`config.mk`:
```
export PLATFORM = sky130hd
export DESIGN_NAME = seq_step_player
export DESIGN_NICKNAME = d
export VERILOG_FILES = /design/src/rtl/seq_pkg.sv /design/src/rtl/seq_down_counter.sv /design/src/rtl/seq_step_player.sv
export SDC_FILE = /design/constraint.sdc
export NUM_CORES = 1
export LEC_CHECK = 0
export CORE_ASPECT_RATIO = 0.8
export CORE_MARGIN = 4
export CORE_UTILIZATION = 50
export DETAILED_ROUTE_END_ITERATION = 8
export PLACE_DENSITY_LB_ADDON = 0.15
export SLEW_MARGIN = 20
export SYNTH_ARGS = -nofsm -noshare
export SYNTH_HDL_FRONTEND = slang
export SYNTH_HIERARCHICAL = 1
export SYNTH_SLANG_ARGS = --single-unit
```
`constraint.sdc`:
```
create_clock -name clk -period 3.1 [get_ports clk]
set_input_delay 0.465 -clock clk [delete_from_list [all_inputs] [get_ports clk]]
set_output_delay 0.465 -clock clk [all_outputs]
set_load 0.1 [all_outputs]
```
`src/rtl/seq_pkg.sv`:
```
// Shared definitions for the step-sequencer pattern player:
// FSM state encoding, the stored step word layout and default widths.
package seq_pkg;

  // Default geometry of a pattern bank
  localparam int STEPS_DEF  = 16;
  localparam int NOTE_W_DEF = 7;
  localparam int DIV_W_DEF  = 16;

  // Player phases: wait for run, issue read, capture word, sound step
  typedef enum logic [1:0] {
    IDLE  = 2'd0,
    FETCH = 2'd1,
    LATCH = 2'd2,
    HOLD  = 2'd3
  } state_t;

  // Layout of one pattern RAM word as written by the editor: {valid, note}
  typedef struct packed {
    logic                  valid;
    logic [NOTE_W_DEF-1:0] note;
  } step_word_t;

endpackage

```
`src/rtl/seq_down_counter.sv`:
```
// Loadable down-counter with a zero flag. Used by the step player for the
// tempo tick and the gate length. A load wins over a decrement, and the
// count saturates at zero instead of wrapping.
module seq_down_counter #(
  parameter int W = 16
) (
  input  logic         clk,
  input  logic         reset,
  input  logic         load,
  input  logic [W-1:0] load_val,
  input  logic         dec,
  output logic [W-1:0] count,
  output logic         zero
);

  // Count register: load, otherwise step down while above zero
  always_ff @(posedge clk or posedge reset) begin
    if (reset) begin
      count <= '0;
    end else if (load) begin
      count <= load_val;
    end else if (dec && (count != '0)) begin
      count <= count - W'(1);
    end
  end

  assign zero = (count == '0);

endmodule

```
`src/rtl/seq_step_player.sv`:
```
// Step sequencer pattern player. Walks the pattern RAM one step at a time:
// FETCH issues a one-cycle read, LATCH captures the returned word into
// note/gate/step_idx, and HOLD waits out the rest of the step period.
// Step period is tempo_div + 3 cycles. The gate is dropped for one cycle
// between steps so that back-to-back notes always retrigger the voice.
//
// Optional build macro: SEQ_PLAYER_LOOP_EN adds the loop_len port, which sets
// the last step index before wrapping to 0. Without it the whole bank plays.
module seq_step_player
  import seq_pkg::*;
#(
  parameter int STEPS  = STEPS_DEF,
  parameter int NOTE_W = NOTE_W_DEF,
  parameter int DIV_W  = DIV_W_DEF,
  localparam int ADDR_W = $clog2(STEPS)
) (
  input  logic              clk,
  input  logic              reset,
  input  logic              run,
  input  logic [DIV_W-1:0]  tempo_div,
  input  logic [DIV_W-1:0]  gate_len,
`ifdef SEQ_PLAYER_LOOP_EN
  input  logic [ADDR_W-1:0] loop_len,
`endif
  output logic [ADDR_W-1:0] rd_addr,
  output logic              rd_en,
  input  logic [NOTE_W:0]   rd_data,
  output logic [NOTE_W-1:0] note,
  output logic              gate,
  output logic              step_pulse,
  output logic [ADDR_W-1:0] step_idx
);

  state_t            state;
  logic [ADDR_W-1:0] step_cnt;
  logic [ADDR_W-1:0] next_step;

  logic              word_valid;
  logic [NOTE_W-1:0] word_note;

  logic              tick_load;
  logic              tick_dec;
  logic [DIV_W-1:0]  tick_count;
  logic              tick_zero;

  logic              gate_load;
  logic              gate_dec;
  logic [DIV_W-1:0]  gate_count;
  logic              gate_zero;
  logic              gate_last;

  // Only the tick counter's zero flag steers the FSM
  logic              unused_tick_bits;
  assign unused_tick_bits = ^tick_count;

  assign word_valid = rd_data[NOTE_W];
  assign word_note  = rd_data[NOTE_W-1:0];

  // Step after the one being latched; wraps at the bank end or the loop end.
  // A loop shortened below the current position sends the next step to 0.
  always_comb begin
    next_step = step_cnt + ADDR_W'(1);
`ifdef SEQ_PLAYER_LOOP_EN
    if (step_cnt >= loop_len) begin
      next_step = '0;
    end
`endif
  end

  // Both counters reload at LATCH so tempo/gate changes land on a step start
  assign tick_load = run && (state == LATCH);
  assign gate_load = run && (state == LATCH);
  assign tick_dec  = run && (state == HOLD);
  assign gate_dec  = run && (state == HOLD) && !gate_zero;

  // Gate falls on the edge where the gate counter leaves 1, giving exactly
  // gate_len high cycles counted from the LATCH edge
  assign gate_last = (state == HOLD) && (gate_count == DIV_W'(1));

  seq_down_counter #(
    .W(DIV_W)
  ) u_tick_cnt (
    .clk      (clk),
    .reset    (reset),
    .load     (tick_load),
    .load_val (tempo_div),
    .dec      (tick_dec),
    .count    (tick_count),
    .zero     (tick_zero)
  );

  seq_down_counter #(
    .W(DIV_W)
  ) u_gate_cnt (
    .clk      (clk),
    .reset    (reset),
    .load     (gate_load),
    .load_val (gate_len),
    .dec      (gate_dec),
    .count    (gate_count),
    .zero     (gate_zero)
  );

  // Player FSM with registered outputs; dropping run returns to IDLE from
  // any state, abandoning a read in flight and clearing all outputs
  always_ff @(posedge clk or posedge reset) begin
    if (reset) begin
      state      <= IDLE;
      step_cnt   <= '0;
      rd_addr    <= '0;
      rd_en      <= 1'b0;
      note       <= '0;
      gate       <= 1'b0;
      step_pulse <= 1'b0;
      step_idx   <= '0;
    end else begin
      rd_en      <= 1'b0;
      step_pulse <= 1'b0;
      if (!run) begin
        state    <= IDLE;
        step_cnt <= '0;
        rd_addr  <= '0;
        note     <= '0;
        gate     <= 1'b0;
        step_idx <= '0;
      end else begin
        unique case (state)
          IDLE: begin
            state   <= FETCH;
            rd_en   <= 1'b1;
            rd_addr <= step_cnt;
          end
          FETCH: begin
            // Read is in flight; release the gate for the retrigger gap
            state <= LATCH;
            gate  <= 1'b0;
          end
          LATCH: begin
            if (word_valid) begin
              note <= word_note;
            end
            gate       <= word_valid && (gate_len != '0);
            step_pulse <= 1'b1;
            step_idx   <= rd_addr;
            step_cnt   <= next_step;
            state      <= HOLD;
          end
          HOLD: begin
            if (gate_last) begin
              gate <= 1'b0;
            end
            if (tick_zero) begin
              state   <= FETCH;
              rd_en   <= 1'b1;
              rd_addr <= step_cnt;
            end
          end
          default: begin
            state <= IDLE;
          end
        endcase
      end
    end
  end

endmodule
```
==> results of run 1 <==
-- Yosys cell counts, types with 2 or more instances --
library cell | instances | area [µm²]
nor4b_1 | 2 | 17.5
a21boi_0 | 7 | 52.6
nor4bb_1 | 2 | 20.0
and2_1 | 8 | 50.1
xnor2_1 | 4 | 35.0
ha_1 | 7 | 87.6
a21oi_1 | 11 | 55.1
or4_1 | 10 | 75.1
nand2_1 | 37 | 139
nor2_1 | 31 | 116
a2bb2oi_1 | 4 | 35.0
or3_1 | 4 | 25.0
nor3b_1 | 3 | 22.5
nor3_1 | 10 | 50.1
o31ai_1 | 4 | 30.0
o41ai_2 | 2 | 32.5
o21ai_0 | 14 | 70.1
xor2_1 | 5 | 43.8
a31oi_1 | 10 | 62.6
buf_2 | 4 | 20.0
nand4_1 | 13 | 81.3
o311ai_0 | 2 | 17.5
a311o_1 | 4 | 40.0
nand4b_1 | 2 | 17.5
inv_1 | 16 | 60.1
nand3_1 | 13 | 65.1
or4b_2 | 2 | 20.0
o211ai_1 | 2 | 15.0
o41ai_1 | 2 | 17.5
a31o_2 | 2 | 17.5
inv_2 | 2 | 7.51
o21a_1 | 2 | 15.0
clkbuf_1 | 9 | 33.8
nor2b_1 | 10 | 62.6
a211o_1 | 2 | 17.5
or4b_1 | 2 | 20.0
nor4_1 | 11 | 68.8
or3b_2 | 2 | 17.5
mux2i_1 | 12 | 120
a311oi_1 | 2 | 17.5
dfrtp_1 | 56 | 1400
or4_4 | 4 | 45.0
-- registers in the layout, indices dropped and copies added (netlist names) --
register	cells
step_pulse	1
u_gate_cnt/count	16
u_tick_cnt/count	16
state	2
note	7
step_idx	4
gate	1
rd_en	1
step_cnt	4
rd_addr	4
-- tightest hold or removal path: cells and delay by family (launching register included) --
kind,cells,cell delay (ns)
flip-flops,1,0.36
AO/OA/AOI/OAI,2,0.14
-- how the worst max path moves through the flow --
stage | startpoint | endpoint | slack, ns
floorplan | u_gate_cnt/count[0] | u_gate_cnt/count[13] | 0.44
global placement | run | u_gate_cnt/count[10] | 0.29
global route | u_gate_cnt/count[0] | u_gate_cnt/count[8] | 0.03
CTS | u_gate_cnt/count[0] | u_gate_cnt/count[10] | 0.17
detailed placement | u_gate_cnt/count[0] | u_gate_cnt/count[10] | 0.18
finish | u_gate_cnt/count[0] | u_gate_cnt/count[8] | 0.17
-- through the flow --
step / hold slack [ns] / std cells / power, mW
after CTS: 0.528 / 500 / 2.77
after floorplan: 0.379 / 355 / 2.01
after global placement: 0.501 / 492 / 2.30
after detailed placement: 0.505 / 492 / 2.34
final: 0.526 / 500 / 2.77
after global routing: 0.565 / 500 / 2.98
-- per-layer routing --
layer | GRT usage [%] | vias up | share of wire [%]
met3 | 5.56 | 8 | 6.8
met2 | 32.8 | 88 | 45
li1 | - | 1434 | -
met1 | 30.9 | 1423 | 47
met4 | 6.68 | 0 | 1.0
met5 | 0 | - | 0
-- cell type report --
class,count,area [µm²]
Clock inverter,3,21.3
Fill cell,569,2340
Tap cell,84,105
Sequential cell,56,1400
Multi-Input combinational cell,268,1740
Timing Repair Buffer,66,601
Clock buffer,5,68.8
Inverter,18,67.6
-- power by group --
part / leakage [nW] / switching (mW) / internal, mW
Sequential: 0.706 / 0.351 / 0.962
Clock: 0.0445 / 0.260 / 0.161
Combinational: 0.863 / 0.593 / 0.441
-- cells by family after synthesis --
family                     count (synthesis)  synth area share, %
adders and majority gates                  7                 2.69
buffers and inverters                     31                 3.73
muxes                                     13                 4.11
AOI/OAI and AO/OA                         72                 15.8
DFF                                       56                 43.0
xor gates and xnor gates                   9                 2.42
and+or+nand+nor                          167                 28.2
==> out/results.ini, run 1 <==
[min_path]
hold_end=gate
min_from=gate
hold_path.class=reg2reg
hold_depth=2

[power_and_ir_drop]
p_leak_nw=1.61
ir_drop_mv=0.258
power_density_nw_per_um2=691

[placed_design]
placed_cell_area_um2=3910
io_buffers=60
routabilityCongestion=0.920
post-dp-hpwl_um=5990
dp_slack_ns=0.184

[cts]
cts-root-buf=clkbuf_8
insertion_delay_ns=0.32
cts_resized=0
clk_pin_slew_ns=0.11
htreeDepth=2
clock_sinks=56
ctsLongestPathBuffers=2
cts_made_buffers=5
post_cts_buffers=0
hold_buffers=0
cts_tree=yes

[setup_path]
worstRegToRegCells=11
critPathCaptureType=flip-flop
r2r-start=u_gate_cnt/count[0]
startpoint_type=flip-flop
cpMaxStageDelayCell=or4b_2
max_stage_delay_ns=0.64
ff2ff_setup_slack_ns=0.17
crit_buf_inv=3
arrival_ns=3.12
path_cells=inv_1, ha_1, or4b_2, or4_4, inv_2, nor2_1, buf_4, nor4bb_2, o211ai_1, xor2_1, o21ai_0
reg2reg_to=u_gate_cnt/count[8]
worstPathMaxFanout=6
path_depth=11
cp.required_ns=3.30
path_class=reg2reg
critical-path-top-delay-family=simple AND/OR/NAND/NOR gates

[sta]
layout_min_cycle_time_ns=2.93
rsz0062_at_grt=false
worstMarginPinSlew_ns=0.910
timing.final.max_slew_violations=0
fin_setup_tns_ns=0
setup_viol=0
relSlewSlack_pct=39.2
fin_ws_ns=0.171
skew_ns=0.00491
fmax_mhz=341
hold_violations=0
finalCritPeriodShare_pct=94.5

[global_routing]
overflow=0
grt_pass1_vias=2875
grt_pass1_wl_um=13900
grt_max_degree=31
antenna_found_initial=0
track_usage_pct=21.8

[detailed_routing]
postRouteAntennaNets=0
vias=2953
drc=0
wl_per_cell_um=16.4
detailedRoute.firstPassIterationCount=4
avgViaCountPerCell=5.91
finalWirelength_um=8210
drt_iter0_markers=245

[synth]
ys_types=46
syn_area_um2=3260
mappedNetlistNets=405
synth-edff-count=0
syn_inst=355
ys_seq_area_share_pct=43.0
async_reset_ff_share_pct=100
yosysWarnings=6
syn_avg_cell_area_um2=9.17
ys.flop_type=dfrtp_1
ys_ff_latch=56

[finish]
drive_above_1_share_pct=11.5
utilization_pct=63.1
antennaDiodeCount=0
mostFrequentLayoutCell=dfrtp_1
mostFrequentLayoutCells=dfrtp_1 (56), clkdlybuf4s50_1 (42), nand2_1 (37)
syn2layout_area_growth_pct=23.0
stdcell_area_um2=4010
final_nets=465

[die]
die-area_um2=7880
fp-row-count=26
die_w_um=98.2
initial_core_util_pct=51.3
core_um2=6340
io-pin-count=61
die_h_um=80.2

[run_status]
status=finished, final reports clean

[run]
cap_violations=0

(Power assumes the default switching activity.)
==> run 2: changes to the inputs <==
--- a/config.mk
+++ b/config.mk
@@ -7,7 +7,8 @@
 export LEC_CHECK = 0
 export CORE_ASPECT_RATIO = 0.8
 export CORE_MARGIN = 4
-export CORE_UTILIZATION = 50
+export CORE_UTILIZATION = 53
+export CTS_CLUSTER_SIZE = 8
 export DETAILED_ROUTE_END_ITERATION = 8
 export PLACE_DENSITY_LB_ADDON = 0.15
 export SLEW_MARGIN = 20
==> run 2 against run 1 <==
Net effect:
- cell area rose by 0.19%
- utilization rose by 4.4 points
- critical path depth fell by 1
- register-to-register slack improved by 0.09 ns
- hold slack improved by 0.020 ns
- die area fell by 5.1%
- worst setup slack improved by 0.086 ns
- sequential cell count did not move
- clock skew fell by 0.00080 ns
- cell count fell by 0.40%
- power fell by 0.15%
==> out/results.ini, run 2 (synthesized netlist as in run 1, its figures left out) <==
[setup_path]
crit_buf_inv=2  ; -1
path_class=reg2reg
cp.required_ns=3.30  ; about the same
max_stage_delay_ns=0.53  ; -0.11 ns
r2r-start=u_gate_cnt/count[0]
reg2reg_to=u_gate_cnt/count[13]
path_depth=10  ; -1
cpMaxStageDelayCell=or4b_1
path_cells=inv_1, ha_1, or4b_2, or4_4, inv_2, nor2_2, or4b_1, a311oi_1, a21oi_1, a311o_1
worstPathMaxFanout=6  ; unchanged
startpoint_type=flip-flop
arrival_ns=3.05  ; -0.07 ns
critical-path-top-delay-family=simple AND/OR/NAND/NOR gates
critPathCaptureType=flip-flop
ff2ff_setup_slack_ns=0.26  ; +0.09 ns
worstRegToRegCells=10  ; -1

[sta]
fmax_mhz=352  ; +3.0%
finalCritPeriodShare_pct=91.7  ; -2.8 points
fin_setup_tns_ns=0  ; unchanged
rsz0062_at_grt=false
relSlewSlack_pct=41.4  ; +2.2 points
skew_ns=0.00412  ; -0.000796 ns
timing.final.max_slew_violations=0  ; unchanged
worstMarginPinSlew_ns=0.878  ; -0.0322 ns
layout_min_cycle_time_ns=2.84  ; -0.0861 ns
setup_viol=0  ; unchanged
hold_violations=0  ; unchanged

[global_routing]
grt_pass1_wl_um=13600  ; -2.3%
grt_max_degree=33  ; +6.5%
track_usage_pct=23.0  ; +1.2 points
overflow=0  ; unchanged
antenna_found_initial=0  ; unchanged
grt_pass1_vias=2878  ; +0.10%

[die]
fp-row-count=25  ; -3.8%
core_um2=5940  ; -6.3%
io-pin-count=61  ; unchanged
die_h_um=78.1  ; -2.6%
die-area_um2=7470  ; -5.1%
die_w_um=95.6  ; -2.6%
initial_core_util_pct=54.8  ; +3.5 points

[detailed_routing]
vias=2923  ; -1.0%
detailedRoute.firstPassIterationCount=4  ; unchanged
postRouteAntennaNets=0  ; unchanged
drc=0  ; unchanged
drt_iter0_markers=193  ; -21%
avgViaCountPerCell=5.87  ; -0.62%
wl_per_cell_um=16.1  ; -2.0%
finalWirelength_um=8010  ; -2.4%

[cts]
cts-root-buf=clkbuf_8
cts_tree=yes
insertion_delay_ns=0.31  ; about the same
clk_pin_slew_ns=0.10  ; about the same
cts_made_buffers=5  ; unchanged
ctsLongestPathBuffers=2  ; unchanged
post_cts_buffers=0  ; unchanged
clock_sinks=56  ; unchanged
htreeDepth=2  ; unchanged

[placed_design]
routabilityCongestion=0.922  ; +0.18%
post-dp-hpwl_um=5930  ; -1.0%
io_buffers=60  ; unchanged

[run]
cap_violations=0  ; unchanged

[min_path]
hold_end=gate
hold_depth=2  ; unchanged
min_from=gate
hold_path.class=reg2reg

[finish]
drive_above_1_share_pct=12.0  ; +0.45 points
reg_top3=u_gate_cnt/count: 16 flops, u_tick_cnt/count: 16 flops, note: 7 flops
syn2layout_area_growth_pct=23.2
final_nets=466  ; +0.22%
antennaDiodeCount=0  ; unchanged
mostFrequentLayoutCells=dfrtp_1 (56), clkdlybuf4s50_1 (42), nand2_1 (37)
mostFrequentLayoutCell=dfrtp_1

[power_and_ir_drop]
ir_drop_mv=0.321  ; +24%
power_density_nw_per_um2=689  ; -0.33%
total_power_mw=2.76  ; -0.15%
p_leak_nw=1.62  ; +0.51%

[run_status]
status=finished, final reports clean

[run 2: cell count changes in the layout (fill, tap and decap cells not counted), sizes merged]
cell | previous run | this run
clkinv | 1 | 2
buf | 24 | 25
clkinvlp | 1 | 0
[run 2: worst max path at each step]
stage / startpoint / to / slack, ns
after global routing: u_gate_cnt/count[0] / u_gate_cnt/count[13] / 0.02
after detailed placement: u_gate_cnt/count[0] / u_gate_cnt/count[10] / 0.17
after floorplan: u_gate_cnt/count[0] / u_gate_cnt/count[13] / 0.44
after global placement: run / u_gate_cnt/count[13] / 0.24
after CTS: u_gate_cnt/count[0] / u_gate_cnt/count[10] / 0.17
final: u_gate_cnt/count[0] / u_gate_cnt/count[13] / 0.26
[run 2: stage by stage]
stage	hold WS, ns	utilization, %	instances	setup slack [ns]	area (µm²)
after CTS	0.549	67.4	498	0.174	4000
after global placement	0.500	65.8	490	0.241	3910
after global routing	0.569	67.5	498	0.0238	4010
after detailed placement	0.524	65.8	490	0.166	3910
after floorplan	0.379	-	355	0.435	3260
final	0.546	67.5	498	0.257	4010
[run 2: power by group]
part	switching [mW]	internal, mW	total, mW
Clock	0.252	0.163	0.414
Sequential	0.332	0.962	1.29
Combinational	0.605	0.450	1.05
Total	1.19	1.58	2.76
[run 2: worst register-to-register path, stage by stage, from the launching register on]
cell and delay, ns:
dfrtp_1 0.39, inv_1 0.08, ha_1 0.27, or4b_2 0.25, or4_4 0.13, inv_2 0.04, nor2_2 0.21, or4b_1 0.53
a311oi_1 0.40, a21oi_1 0.12, a311o_1 0.32
[run 2: what timing repair did]
| item | CTS | global route |
|---|---|---|
| hold buffers | 0 | 0 |
| endpoints found under the hold margin | 0 | 0 |
| setup endpoints to repair | 0 | 2 |
| resized for setup | 0 | 2 |
[run 2: layer usage]
layer	routed length [µm]	track usage, %	part of all wire, %
met2	3460	34.6	43
met4	126	6.53	1.6
met1	3970	32.9	50
met3	450	5.36	5.6
met5	0	0	0
[run 2: area by class of cell]
type	count	area, µm²
Tap cell	81	101
Clock buffer	5	68.8
Sequential cell	56	1400
Inverter	18	67.6
Multi-Input combinational cell	268	1740
Timing Repair Buffer	67	608
Fill cell	503	1930
Clock inverter	3	22.5
